--- config.mk ---
export PLATFORM = sky130hd
export DESIGN_NAME = mem_ctrl
export DESIGN_NICKNAME = d
export VERILOG_FILES = /design/src/rtl/mem_ctrl.sv
export SDC_FILE = /design/constraint.sdc
export NUM_CORES = 1
export LEC_CHECK = 0
export BUFFER_PORTS_ARGS = -buffer_cell sky130_fd_sc_hd__buf_2
export CAP_MARGIN = 20
export CELL_PAD_IN_SITES_DETAIL_PLACEMENT = 0
export CELL_PAD_IN_SITES_GLOBAL_PLACEMENT = 1
export CORE_MARGIN = 3
export CORE_UTILIZATION = 38
export CTS_CLUSTER_SIZE = 10
export DETAILED_ROUTE_END_ITERATION = 8
export GPL_ROUTABILITY_DRIVEN = 1
export GPL_TIMING_DRIVEN = 0
export PLACE_DENSITY_LB_ADDON = 0.1
export SYNTH_ARGS = -nofsm -noshare
export SYNTH_HDL_FRONTEND = slang
export SYNTH_SLANG_ARGS = --single-unit
--- constraint.sdc ---
create_clock -name clk_i -period 4.65 [get_ports clk_i]
set_input_delay 0.93 -clock clk_i [delete_from_list [all_inputs] [get_ports clk_i]]
set_output_delay 0.93 -clock clk_i [all_outputs]
set_load 0.005 [all_outputs]
--- src/rtl/mem_ctrl.sv ---
// rtl/mem_ctrl.sv - byte-serial IF/MEM controller for the 8-bit unified RAM port
// Build option MEM_CTRL_IO_GUARD_EN adds io_buffer_full_i back-pressure on IO-region writes.
module mem_ctrl #(
    parameter int ADDR_W = 32
) (
    input  logic              clk_i,
    input  logic              rst_i,
    input  logic              rdy_i,
    input  logic              flush_i,
    input  logic              if_req_i,
    input  logic [ADDR_W-1:0] if_addr_i,
    output logic [31:0]       if_data_o,
    output logic              if_done_o,
    input  logic              mem_req_i,
    input  logic              mem_we_i,
    input  logic [1:0]        mem_size_i,
    input  logic [ADDR_W-1:0] mem_addr_i,
    input  logic [31:0]       mem_wdata_i,
    output logic [31:0]       mem_rdata_o,
    output logic              mem_done_o,
    output logic              if_stall_o,
    output logic              mem_stall_o,
    input  logic [7:0]        ram_din_i,
    output logic [7:0]        ram_dout_o,
    output logic [ADDR_W-1:0] ram_a_o,
`ifdef MEM_CTRL_IO_GUARD_EN
    input  logic              io_buffer_full_i,
`endif
    output logic              ram_wr_o
);

    typedef enum logic [2:0] {IDLE, IF_RD, MEM_RD, MEM_WR, DONE} state_t;

    state_t            state_q, state_d;
    logic [ADDR_W-1:0] addr_q, addr_d;
    logic [31:0]       wdata_q, wdata_d;
    logic [31:0]       data_q, data_d;
    logic [2:0]        n_q, n_d;
    logic [2:0]        i_q, i_d;
    logic [2:0]        c_q, c_d;
    logic              issued_q, issued_d;
    logic              is_if_q, is_if_d;
    logic              io_q, io_d;
    logic [ADDR_W-1:0] cur_addr;
    logic              io_byte;
    logic              io_hold;

    assign cur_addr = addr_q + ADDR_W'(i_q);

`ifdef MEM_CTRL_IO_GUARD_EN
    assign io_byte = (cur_addr[17:16] == 2'b11);
    assign io_hold = io_byte & io_buffer_full_i;
`else
    assign io_byte = 1'b0;
    assign io_hold = 1'b0;
`endif

    // One capture register serves both requesters; only one transaction is ever in flight.
    assign if_data_o   = data_q;
    assign mem_rdata_o = data_q;
    assign if_stall_o  = if_req_i & ~if_done_o;
    assign mem_stall_o = mem_req_i & ~mem_done_o;

    always_ff @(posedge clk_i or posedge rst_i) begin
        if (rst_i) begin
            state_q  <= IDLE;
            addr_q   <= '0;
            wdata_q  <= '0;
            data_q   <= '0;
            n_q      <= '0;
            i_q      <= '0;
            c_q      <= '0;
            issued_q <= 1'b0;
            is_if_q  <= 1'b0;
            io_q     <= 1'b0;
        end else begin
            state_q  <= state_d;
            addr_q   <= addr_d;
            wdata_q  <= wdata_d;
            data_q   <= data_d;
            n_q      <= n_d;
            i_q      <= i_d;
            c_q      <= c_d;
            issued_q <= issued_d;
            is_if_q  <= is_if_d;
            io_q     <= io_d;
        end
    end

    always_comb begin
        state_d    = state_q;
        addr_d     = addr_q;
        wdata_d    = wdata_q;
        data_d     = data_q;
        n_d        = n_q;
        i_d        = i_q;
        c_d        = c_q;
        issued_d   = 1'b0;
        is_if_d    = is_if_q;
        io_d       = io_q;
        ram_a_o    = '0;
        ram_dout_o = '0;
        ram_wr_o   = 1'b0;
        if_done_o  = 1'b0;
        mem_done_o = 1'b0;

        case (state_q)
            IDLE: begin
                if (rdy_i && (mem_req_i || (if_req_i && !flush_i))) begin
                    i_d    = '0;
                    c_d    = '0;
                    data_d = '0;
                    io_d   = 1'b0;
                    if (mem_req_i) begin
                        state_d = mem_we_i ? MEM_WR : MEM_RD;
                        addr_d  = mem_addr_i;
                        wdata_d = mem_wdata_i;
                        is_if_d = 1'b0;
                        case (mem_size_i)
                            2'd0:    n_d = 3'd1;
                            2'd1:    n_d = 3'd2;
                            default: n_d = 3'd4;
                        endcase
                    end else begin
                        state_d = IF_RD;
                        addr_d  = if_addr_i;
                        is_if_d = 1'b1;
                        n_d     = 3'd4;
                    end
                end
            end
            IF_RD, MEM_RD: begin
                ram_a_o = cur_addr;
                if (rdy_i && (i_q < n_q)) begin
                    i_d      = i_q + 3'd1;
                    issued_d = 1'b1;
                end
                // ram_din_i answers last cycle's address, so capture trails issue by one.
                if (issued_q) begin
                    data_d[{c_q[1:0], 3'b000} +: 8] = ram_din_i;
                    c_d = c_q + 3'd1;
                    if (c_d == n_q) state_d = DONE;
                end
                if ((state_q == IF_RD) && flush_i) state_d = IDLE;
            end
            MEM_WR: begin
                ram_a_o    = cur_addr;
                ram_dout_o = wdata_q[{i_q[1:0], 3'b000} +: 8];
                if (rdy_i && !io_hold) begin
                    ram_wr_o = 1'b1;
                    i_d      = i_q + 3'd1;
                    io_d     = io_q | io_byte;
                    if (i_d == n_q) state_d = DONE;
                end
            end
            DONE: begin
                if (is_if_q) begin
                    if (flush_i) begin
                        state_d = IDLE;
                    end else if (rdy_i) begin
                        if_done_o = 1'b1;
                        state_d   = IDLE;
                    end
                end else if (rdy_i) begin
                    if (io_q) begin
                        io_d = 1'b0;
                    end else begin
                        mem_done_o = 1'b1;
                        state_d    = IDLE;
                    end
                end
            end
            default: state_d = IDLE;
        endcase
    end

endmodule

==> qor.csv, run 1 <==
stage,metric,value,unit
outcome,outcome,finished clean,
grt,initial antenna violation count,0,
clock_tree,root buf cell,clkbuf_16,
timing,clock period minus worst slack,4.03,ns
timing,top achievable clock speed,0.248,GHz
critical_path,Worst R2R Setup Slack,2.31,ns
clock_tree,H-tree depth reported by CTS,3,
timing,RSZ-0062 raised after global routing,false,
route,routed via count divided by cell count,4.95,
power,combinational share of power,43.6,%
power,Final Power,4.21,mW
place,placed instance count,1059,
route,number of DRC violations after detailed routing,0,
critical_path,launching element type of the critical path,flip-flop,
grt,number of global-route vias before repair,5517,
power,Sw Ratio,38.9,%
timing,final number of setup-violating endpoints,0,
layout,most common library cell in the layout ignoring fill and taps,buf_2,
route,Initial DRC Count,219,
worst_hold_path,worst min-delay path class,flip-flop to flip-flop,
route,drt wl/cell,16.0,µm
synthesis,synthesized area per cell,10.1,µm²
critical_path,data arrival time of the critical path,3.10,ns
power,Peak supply drop,0.253,mV
power,internal power component,2.57,mW
floorplan,Die Y-Extent,134,µm
timing,worst-case headroom to the max-slew limit,41.2,%
power,Static Leak,4.05,nW
floorplan,Std-Cell Core Area,0.0160,mm²
route,final wirelength,17300,µm
critical_path,path type of the worst setup path,flip-flop to primary output,
clock_tree,CTS tree,built,
synthesis,sequential element share of the synthesized area,43.9,%
floorplan,horizontal extent of the die,134,µm
synthesis,number of cells produced by synthesis,623,
floorplan,num rows,46,
synthesis,count of synthesis-stage warnings from yosys,0,
route,drt first pass iters,4,
timing,max-slew violation total from the final report,0,
timing,final worst clock skew,0.00771,ns
critical_path,largest fanout on the critical path,10,
route,vias after detailed routing,5329,
clock_tree,TritonCTS buffer count,9,
timing,period utilisation layout,86.7,%
layout,"Cell Count, Final, Fillers Out",1076,
place,Buffers on Ports,219,
synthesis,share of Yosys cell area claimed by the top area cell type,43.9,%
place,final estimated routing congestion in global placement,0.797,
layout,share of the core filled with cells in the final layout,49.7,%
clock_tree,"Clk pin slew, worst setup/hold paths",0.08,ns
grt,largest net degree at the start of global routing,57,
power,proportion of power drawn by flip-flops and latches,38.5,%
power,Clock Power Share,17.8,%
grt,combined global-route utilization of all metal layers,19.1,%
power,power density cells,529,mW/mm²
floorplan,die footprint,0.0181,mm²
floorplan,initial core utilization,39.2,%
clock_tree,clock tree sinks,110,
grt,first-pass GRT wire length,27800,µm
place,dpl hpwl,13600,µm
synthesis,"EDFF count, synth",0,
critical_path,Setup crit end kind,primary output,
route,antenna-violating nets left,0,
timing,Final Hold Vio Count,0,
layout,growth of design area from synthesis to finish,26.8,%
layout,most frequent cells in the layout,"235 x buf_2, 110 x dfrtp_1, 84 x nand2_1",
synthesis,biggest area consumer among synthesized cells,dfrtp_1,
synthesis,area of the mapped netlist,0.00627,mm²
synthesis,post-synth cell types,53,
synthesis,primary flip-flop cell chosen by synthesis mapping,dfrtp_1,
power,Net Sw Power,1.63,mW
floorplan,ports placed on the boundary,222,
clock_tree,maximum clock path buffer count,2,
clock_tree,number of setup buffers added after CTS,0,
grt,Congestion Overflow GR,0,
synthesis,dominant cells by area after synthesis,"dfrtp_1 44%, mux2_2 5.9%, mux2i_1 5.6%",
synthesis,syn_nets,749,
job,number of max-cap violations,0,
clock_tree,clock latency of the later-clocked register in the worst-skew pair,0.35,ns
synthesis,number of synthesized register bits,110,
synthesis,ys async rst share,100,%
timing,smallest hold slack,0.500,ns
layout,layout cell share with drive strength beyond 1,39.5,%
critical_path,required time worst endpoint,3.72,ns
timing,Tightest Pin Transition,0.882,ns
layout,count of nets after finishing,980,
## layer usage
layer	routed length (µm)	track usage, %	part of all wire [%]
met3	1310	4.92	7.6
met4	169	5.03	0.98
met2	8240	32.2	48
met5	0	0	0
met1	7530	24.8	44
## critical path, cell delays in order (launching register included)
cell,delay (ns)
dfrtp_1,0.41
clkbuf_2,0.33
inv_1,0.13
fa_1,0.43
nor2b_1,0.17
o21a_1,0.25
buf_1,0.45
nand3_1,0.17
xor2_1,0.17
nor2_1,0.11
buf_2,0.13
## power groups by stage
stage	clock network, mW	logic [mW]	registers, mW
3_3_place_gp	0	1.80	1.61
5_1_grt	0.812	2.06	1.68
3_5_place_dp	0	1.86	1.64
6_report	0.751	1.84	1.62
4_1_cts	0.776	1.86	1.62
2_1_floorplan	0	1.30	1.56
## state kept, by name, indices dropped and copies added, names as in the netlist
name,count
addr_q,32
if_data_o,32
wdata_q,32
c_q,3
i_q,3
n_q,3
state_q,3
is_if_q,1
issued_q,1
## final timing paths
kind                                     endpoint                   from  depth (start not counted)
max in group asynchronous  wdata_q[7]$_DFFE_PP0P_                  rst_i                          3
max                                    ram_a_o[6]     i_q[1]$_DFFE_PP0P_                         10
min                         addr_q[0]$_DFFE_PP0P_  addr_q[0]$_DFFE_PP0P_                          2
min in group asynchronous   addr_q[8]$_DFFE_PP0P_                  rst_i                          2
min reg2reg                 addr_q[0]$_DFFE_PP0P_  addr_q[0]$_DFFE_PP0P_                          2
max reg2reg                    i_q[0]$_DFFE_PP0P_     i_q[0]$_DFFE_PP0P_                          8
## cells in the mapped netlist, types with 5 or more instances
cell type	n
a21oi_1	6
clkbuf_1	13
xor2_1	28
a31oi_1	5
inv_1	17
dfrtp_1	110
xnor2_1	5
ha_1	12
buf_2	16
mux2_2	33
nand4_1	14
nor2_1	42
o21ai_0	53
nor2b_1	14
mux2i_1	35
nand3_1	18
mux4_2	8
a22o_1	18
buf_4	32
nand2_1	84
## layout make-up
cell class | instances | area (µm²)
Timing Repair Buffer | 220 | 1120
Tap cell | 216 | 270
Antenna cell | 1 | 2.50
Clock inverter | 7 | 53.8
Fill cell | 1604 | 8050
Buffer | 63 | 378
Sequential cell | 110 | 2750
Inverter | 18 | 70.1
Clock buffer | 9 | 225
Multi-Input combinational cell | 432 | 3080
## metrics by stage
stage	setup slack (ns)	cell area (µm²)	setup TNS (ns)
6_report	0.621	7950	0
5_1_grt	0.335	7950	0
4_1_cts	0.257	7950	0
3_5_place_dp	0.690	7670	0
3_3_place_gp	-0.583	7640	-63.05
2_1_floorplan	0.818	6270	0
## cells by family after synthesis
kind of cell | share of synthesized area [%]
DFF | 43.9
and+or+nand+nor | 17.0
AOI/OAI and AO/OA | 9.95
xor gates and xnor gates | 4.97
muxes | 14.4
adders and majority gates | 2.71
buffers and inverters | 7.08
## what timing repair did
action,in CTS,in global routing
endpoints found under the hold margin,0,0
hold buffers,0,0
gates resized for setup,0,2
setup endpoints to repair,0,2
Power figures use the tool's default switching activity.
==> inputs of run 2 (changes only) <==
--- a/config.mk
+++ b/config.mk
@@ -16,6 +16,7 @@
 export GPL_ROUTABILITY_DRIVEN = 1
 export GPL_TIMING_DRIVEN = 0
 export PLACE_DENSITY_LB_ADDON = 0.1
+export RECOVER_POWER = 100
 export SYNTH_ARGS = -nofsm -noshare
 export SYNTH_HDL_FRONTEND = slang
 export SYNTH_SLANG_ARGS = --single-unit
==> run 2 against run 1 <==
The flow now finishes with violations (max-capacitance violations, max-slew violations). Die area unchanged. Sequential power is essentially flat. Clock power about the same. Register-to-register slack worse by 0.02 ns. Clock skew hardly changed. First-iteration DRC count increased by 3.7%. Count of clock-buffer cells in the layout unchanged. Total power is 0.87% lower. Worst setup slack worse by 0.017 ns. Utilization fell by 0.68 points. Via count is 0.49% higher. Hold slack barely moved. Critical path type unchanged. Critical endpoint unchanged. Largest power group unchanged. Highest routed layer unchanged.
==> qor.csv, run 2 (synthesized netlist as in run 1, its figures left out) <==
stage,metric,value,unit
outcome,outcome,"finished, violations left",
outcome,violated checks,"max-capacitance violations, max-slew violations",
layout,layout cell share with drive strength beyond 1,32.5,%
timing,max-slew violation total from the final report,57,
floorplan,initial core utilization,39.2,%
layout,most frequent cells in the layout,"171 x buf_2, 110 x dfrtp_1, 84 x nand2_1",
place,Buffers on Ports,219,
clock_tree,root buf cell,clkbuf_16,
floorplan,Die Y-Extent,134,µm
timing,top achievable clock speed,0.247,GHz
layout,"Cell Count, Final, Fillers Out",1075,
critical_path,worst reg2reg path depth,5,
critical_path,startpoint of the most critical setup path,i_q[1]$_DFFE_PP0P_,
timing,smallest setup slack after layout,0.604,ns
place,placed instance count,1059,
timing,RSZ-0062 raised after global routing,false,
job,number of max-cap violations,1,
critical_path,Critical Path Most Common Cell,clkbuf_1,
timing,clock period minus worst slack,4.05,ns
floorplan,num rows,46,
critical_path,Worst R2R Setup Slack,2.29,ns
place,area post-placement,0.00767,mm²
place,final estimated routing congestion in global placement,0.797,
clock_tree,TritonCTS buffer count,9,
route,drt first pass iters,4,
grt,first-pass GRT wire length,27800,µm
critical_path,required time worst endpoint,3.72,ns
place,worst setup slack after placement,0.690,ns
critical_path,"logic depth of the worst path, buffers included",10,
layout,count of nets after finishing,980,
critical_path,data arrival time of the critical path,3.12,ns
timing,Tightest Pin Transition,2.53,ns
grt,initial antenna violation count,0,
power,power density cells,532,mW/mm²
clock_tree,H-tree depth reported by CTS,3,
floorplan,die footprint,0.0181,mm²
clock_tree,"Clk pin slew, worst setup/hold paths",0.08,ns
critical_path,endpoint of the worst register-to-register path,if_data_o[3]$_DFFE_PP0P_,
layout,growth of design area from synthesis to finish,25.0,%
route,routed via count divided by cell count,4.98,
grt,combined global-route utilization of all metal layers,19.1,%
critical_path,"Slowest-stage cell, CP",clkbuf_1,
power,Static Leak,3.80,nW
critical_path,buffers and inverters on the worst path,4,
critical_path,launching element type of the critical path,flip-flop,
route,antenna-violating nets left,0,
timing,Final Hold Vio Count,0,
grt,largest net degree at the start of global routing,57,
route,final wirelength,17300,µm
floorplan,ports placed on the boundary,222,
clock_tree,CTS tree,built,
clock_tree,hold bufs inserted after CTS,0,
critical_path,Setup crit end kind,primary output,
route,vias after detailed routing,5355,
critical_path,path type of the worst setup path,flip-flop to primary output,
timing,worst-case headroom to the max-slew limit,-69.9,%
clock_tree,clock latency of the later-clocked register in the worst-skew pair,0.35,ns
route,number of DRC violations after detailed routing,0,
timing,final number of setup-violating endpoints,0,
grt,Congestion Overflow GR,0,
critical_path,destination of the critical timing path,ram_a_o[6],
grt,number of global-route vias before repair,5517,
critical_path,launch instance of the worst register-to-register path,c_q[0]$_DFFE_PP0P_,
power,Peak supply drop,0.251,mV
layout,diodes inserted,0,
floorplan,Std-Cell Core Area,0.0160,mm²
route,Initial DRC Count,227,
place,dpl hpwl,13600,µm
layout,most common library cell in the layout ignoring fill and taps,buf_2,
route,drt wl/cell,16.1,µm
floorplan,horizontal extent of the die,134,µm
worst_hold_path,worst hold start,addr_q[0]$_DFFE_PP0P_,
clock_tree,clock tree sinks,110,
layout,share of the core filled with cells in the final layout,49.0,%
critical_path,critical path's top delay family,buffers and inverters,
clock_tree,maximum clock path buffer count,2,
timing,period utilisation layout,87.0,%
timing,smallest hold slack,0.500,ns
critical_path,CP Cell Sequence,clkbuf_2 > inv_1 > fa_1 > nor2b_1 > o21a_1 > clkbuf_1 > nand3_1 > xor2_1 > nor2_1 > clkbuf_1,
critical_path,highest cell delay on the worst timing path,0.45,ns
worst_hold_path,worst min-delay path class,flip-flop to flip-flop,
critical_path,largest fanout on the critical path,10,
layout,final instance area,0.00784,mm²
worst_hold_path,worst hold path stage count,2,
timing,final worst clock skew,0.00793,ns
-- run 2: repair_timing --
action	4_1_cts	5_1_grt
setup endpoints to repair	0	2
buffers inserted	0	0
resized for setup	0	2
-- run 2: cell type report --
class | count | area, µm²
Fill cell | 1628 | 8160
Tap cell | 216 | 270
Multi-Input combinational cell | 432 | 3070
Inverter | 18 | 68.8
Clock buffer | 9 | 225
Clock inverter | 7 | 53.8
Timing Repair Buffer | 220 | 1040
Buffer | 63 | 364
Sequential cell | 110 | 2750
-- run 2: how the worst min path moves through the flow --
stage	end
finish	addr_q[0]$_DFFE_PP0P_
global route	wdata_q[20]$_DFFE_PP0P_
CTS	wdata_q[23]$_DFFE_PP0P_
detailed placement	addr_q[0]$_DFFE_PP0P_
global placement	addr_q[0]$_DFFE_PP0P_
floorplan	addr_q[0]$_DFFE_PP0P_
-- run 2: routing by layer --
layer,GRT usage [%],up-vias,wire [µm]
met5,0,-,0
met4,5.03,0,168
met3,4.92,12,1230
met2,32.2,180,8250
met1,24.8,2558,7690
li1,-,2605,-
-- run 2: where the power goes --
part	switching, mW	leakage [nW]	internal, mW
Combinational	0.954	2.25	0.844
Sequential	0.308	1.40	1.31
Clock	0.378	0.141	0.372
-- run 2: per-stage QoR --
step           TNS, ns  power [mW]
2_1_floorplan        0        2.86
3_3_place_gp    -63.05        3.42
3_5_place_dp         0        3.50
4_1_cts              0        4.26
5_1_grt              0        4.51
6_report             0        4.17
-- run 2: tightest hold or removal path: stages (launching register included) --
cell     delay [ns]
dfrtp_1        0.36
nand2_1        0.05
o21ai_0        0.06
==> inputs of run 3 (changes only) <==
--- a/config.mk
+++ b/config.mk
@@ -9,14 +9,16 @@
 export CAP_MARGIN = 20
 export CELL_PAD_IN_SITES_DETAIL_PLACEMENT = 0
 export CELL_PAD_IN_SITES_GLOBAL_PLACEMENT = 1
+export CORE_ASPECT_RATIO = 0.8
 export CORE_MARGIN = 3
 export CORE_UTILIZATION = 38
 export CTS_CLUSTER_SIZE = 10
 export DETAILED_ROUTE_END_ITERATION = 8
 export GPL_ROUTABILITY_DRIVEN = 1
 export GPL_TIMING_DRIVEN = 0
-export PLACE_DENSITY_LB_ADDON = 0.1
+export PLACE_DENSITY = 0.83
 export RECOVER_POWER = 100
+export SLEW_MARGIN = 20
 export SYNTH_ARGS = -nofsm -noshare
 export SYNTH_HDL_FRONTEND = slang
 export SYNTH_SLANG_ARGS = --single-unit
==> run 3 against run 2 <==
The run still ends with max-capacitance violations, max-slew violations left. Critical path depth unchanged. Worst setup slack worse by 0.035 ns. Clock power grew 15%.
==> qor.csv, run 3 (synthesized netlist as in run 1, its figures left out) <==
stage,metric,value,unit
outcome,outcome,"finished, violations left",
outcome,violated checks,"max-capacitance violations, max-slew violations",
floorplan,Std-Cell Core Area,0.0160,mm²
route,number of DRC violations after detailed routing,0,
critical_path,buffers and inverters on the worst path,4,
route,vias after detailed routing,5281,
route,final wirelength,16900,µm
floorplan,horizontal extent of the die,150,µm
critical_path,largest fanout on the critical path,10,
critical_path,startpoint of the most critical setup path,i_q[1]$_DFFE_PP0P_,
layout,# fillers,1558,
layout,layout cell share with drive strength beyond 1,32.5,%
layout,diodes inserted,0,
place,dpl hpwl,13100,µm
clock_tree,hold bufs inserted after CTS,0,
critical_path,"logic depth of the worst path, buffers included",10,
critical_path,data arrival time of the critical path,3.15,ns
timing,max-slew violation total from the final report,113,
grt,largest net degree at the start of global routing,74,
grt,combined global-route utilization of all metal layers,18.4,%
layout,most common library cell in the layout ignoring fill and taps,buf_2,
layout,final instance area,0.00789,mm²
critical_path,launch instance of the worst register-to-register path,i_q[0]$_DFFE_PP0P_,
timing,Final Hold Vio Count,0,
timing,final number of setup-violating endpoints,0,
job,number of max-cap violations,2,
power,power density cells,540,mW/mm²
timing,period utilisation layout,87.8,%
grt,Congestion Overflow GR,0,
grt,number of global-route vias before repair,5025,
route,antenna-violating nets left,0,
place,area post-placement,0.00767,mm²
critical_path,critical path's top delay family,buffers and inverters,
floorplan,num rows,41,
layout,growth of design area from synthesis to finish,25.8,%
worst_hold_path,worst min-delay path class,flip-flop to flip-flop,
layout,most frequent cells in the layout,"173 x buf_2, 110 x dfrtp_1, 84 x nand2_1",
timing,clock period minus worst slack,4.08,ns
clock_tree,clock tree sinks,110,
grt,first-pass GRT wire length,26500,µm
critical_path,Worst R2R Setup Slack,2.26,ns
critical_path,CP Cell Sequence,clkbuf_2 > inv_1 > fa_1 > nor2b_1 > o21a_1 > clkbuf_1 > nand4_1 > xor2_1 > nor2_1 > buf_1,
critical_path,worst reg2reg path depth,8,
route,routed via count divided by cell count,4.92,
floorplan,initial core utilization,39.3,%
critical_path,"Slowest-stage cell, CP",clkbuf_1,
route,drt wl/cell,15.8,µm
floorplan,ports placed on the boundary,222,
route,Initial DRC Count,297,
critical_path,endpoint of the worst register-to-register path,i_q[0]$_DFFE_PP0P_,
place,final estimated routing congestion in global placement,0.799,
critical_path,highest cell delay on the worst timing path,0.48,ns
place,Buffers on Ports,219,
power,Static Leak,3.82,nW
layout,count of nets after finishing,980,
critical_path,Setup crit end kind,primary output,
grt,initial antenna violation count,0,
floorplan,Die Y-Extent,121,µm
critical_path,launching element type of the critical path,flip-flop,
clock_tree,maximum clock path buffer count,2,
timing,setup TNS after final layout,0,ns
timing,Tightest Pin Transition,1.88,ns
clock_tree,clock latency of the later-clocked register in the worst-skew pair,0.35,ns
timing,top achievable clock speed,0.245,GHz
clock_tree,"Clk pin slew, worst setup/hold paths",0.07,ns
clock_tree,root buf cell,clkbuf_16,
power,Peak supply drop,0.257,mV
floorplan,die footprint,0.0181,mm²
clock_tree,TritonCTS buffer count,9,
timing,final worst clock skew,0.0117,ns
timing,RSZ-0062 raised after global routing,false,
route,drt first pass iters,4,
critical_path,path type of the worst setup path,flip-flop to primary output,
timing,worst-case headroom to the max-slew limit,-25.6,%
clock_tree,CTS tree,built,
clock_tree,H-tree depth reported by CTS,3,
critical_path,required time worst endpoint,3.72,ns
critical_path,destination of the critical timing path,ram_a_o[30],
## run 3: cell count changes in the layout (fill, tap and decap cells not counted), moves of 2 or more
cell,previous run,this run
inv_6,5,3
buf_2,171,173
bufinv_16,0,2
clkbuf_2,9,7
## run 3: stage by stage
| stage | setup slack (ns) | util [%] | hold slack (ns) | cells | total power, mW |
|---|---|---|---|---|---|
| detailed placement | 0.582 | 48.1 | 0.483 | 1058 | 3.48 |
| floorplan | 0.818 | - | 0.456 | 623 | 2.86 |
| finish | 0.568 | 49.5 | 0.492 | 1074 | 4.26 |
| global route | 0.296 | 49.5 | 0.517 | 1074 | 4.60 |
| CTS | 0.199 | 50.1 | 0.499 | 1074 | 4.35 |
| global placement | -0.668 | 47.9 | 0.475 | 1057 | 3.44 |
## run 3: how the worst min path moves through the flow
stage                            start  cells after the start                      end
3_5_place_dp     addr_q[0]$_DFFE_PP0P_                      2    addr_q[0]$_DFFE_PP0P_
6_report         addr_q[0]$_DFFE_PP0P_                      2    addr_q[0]$_DFFE_PP0P_
3_3_place_gp     addr_q[0]$_DFFE_PP0P_                      2    addr_q[0]$_DFFE_PP0P_
5_1_grt        wdata_q[21]$_DFFE_PP0P_                      1  wdata_q[21]$_DFFE_PP0P_
4_1_cts          addr_q[0]$_DFFE_PP0P_                      2    addr_q[0]$_DFFE_PP0P_
2_1_floorplan    addr_q[0]$_DFFE_PP0P_                      2    addr_q[0]$_DFFE_PP0P_
## run 3: worst min-delay path: cells and delay by family, from the launching register on
kind	cells	cell delay, ns
AOI/OAI and AO/OA	1	0.06
and+or+nand+nor	1	0.05
DFF	1	0.35
## run 3: cell type report
type | count | area, µm² | area share [%]
inverters | 18 | 68.8 | 0.872
repair buffers | 220 | 1040 | 13.2
clock inverters | 7 | 103 | 1.30
multi-input cells | 432 | 3070 | 38.8
plain buffers | 63 | 364 | 4.61
clock buffers | 9 | 225 | 2.85
well taps | 215 | 269 | 3.41
flip-flops and latches | 110 | 2750 | 34.9
## run 3: power by group
| part | internal [mW] | total, mW | switching (mW) |
|---|---|---|---|
| clock network | 0.482 | 0.859 | 0.377 |
| logic | 0.837 | 1.79 | 0.949 |
| registers | 1.31 | 1.62 | 0.306 |
## run 3: layer usage
metal | up-vias | track usage (%) | part of all wire, % | wire length (µm)
met5 | - | 0 | 0 | 0
met4 | 0 | 3.43 | 0.87 | 148
met3 | 11 | 3.17 | 5.4 | 907
met2 | 155 | 29.6 | 46 | 7770
met1 | 2510 | 26.4 | 48 | 8110
li1 | 2605 | - | - | -
## run 3: repair_timing
item | CTS | global route
gates resized for setup | 0 | 2
setup buffers | 0 | 0
setup endpoints to repair | 0 | 5
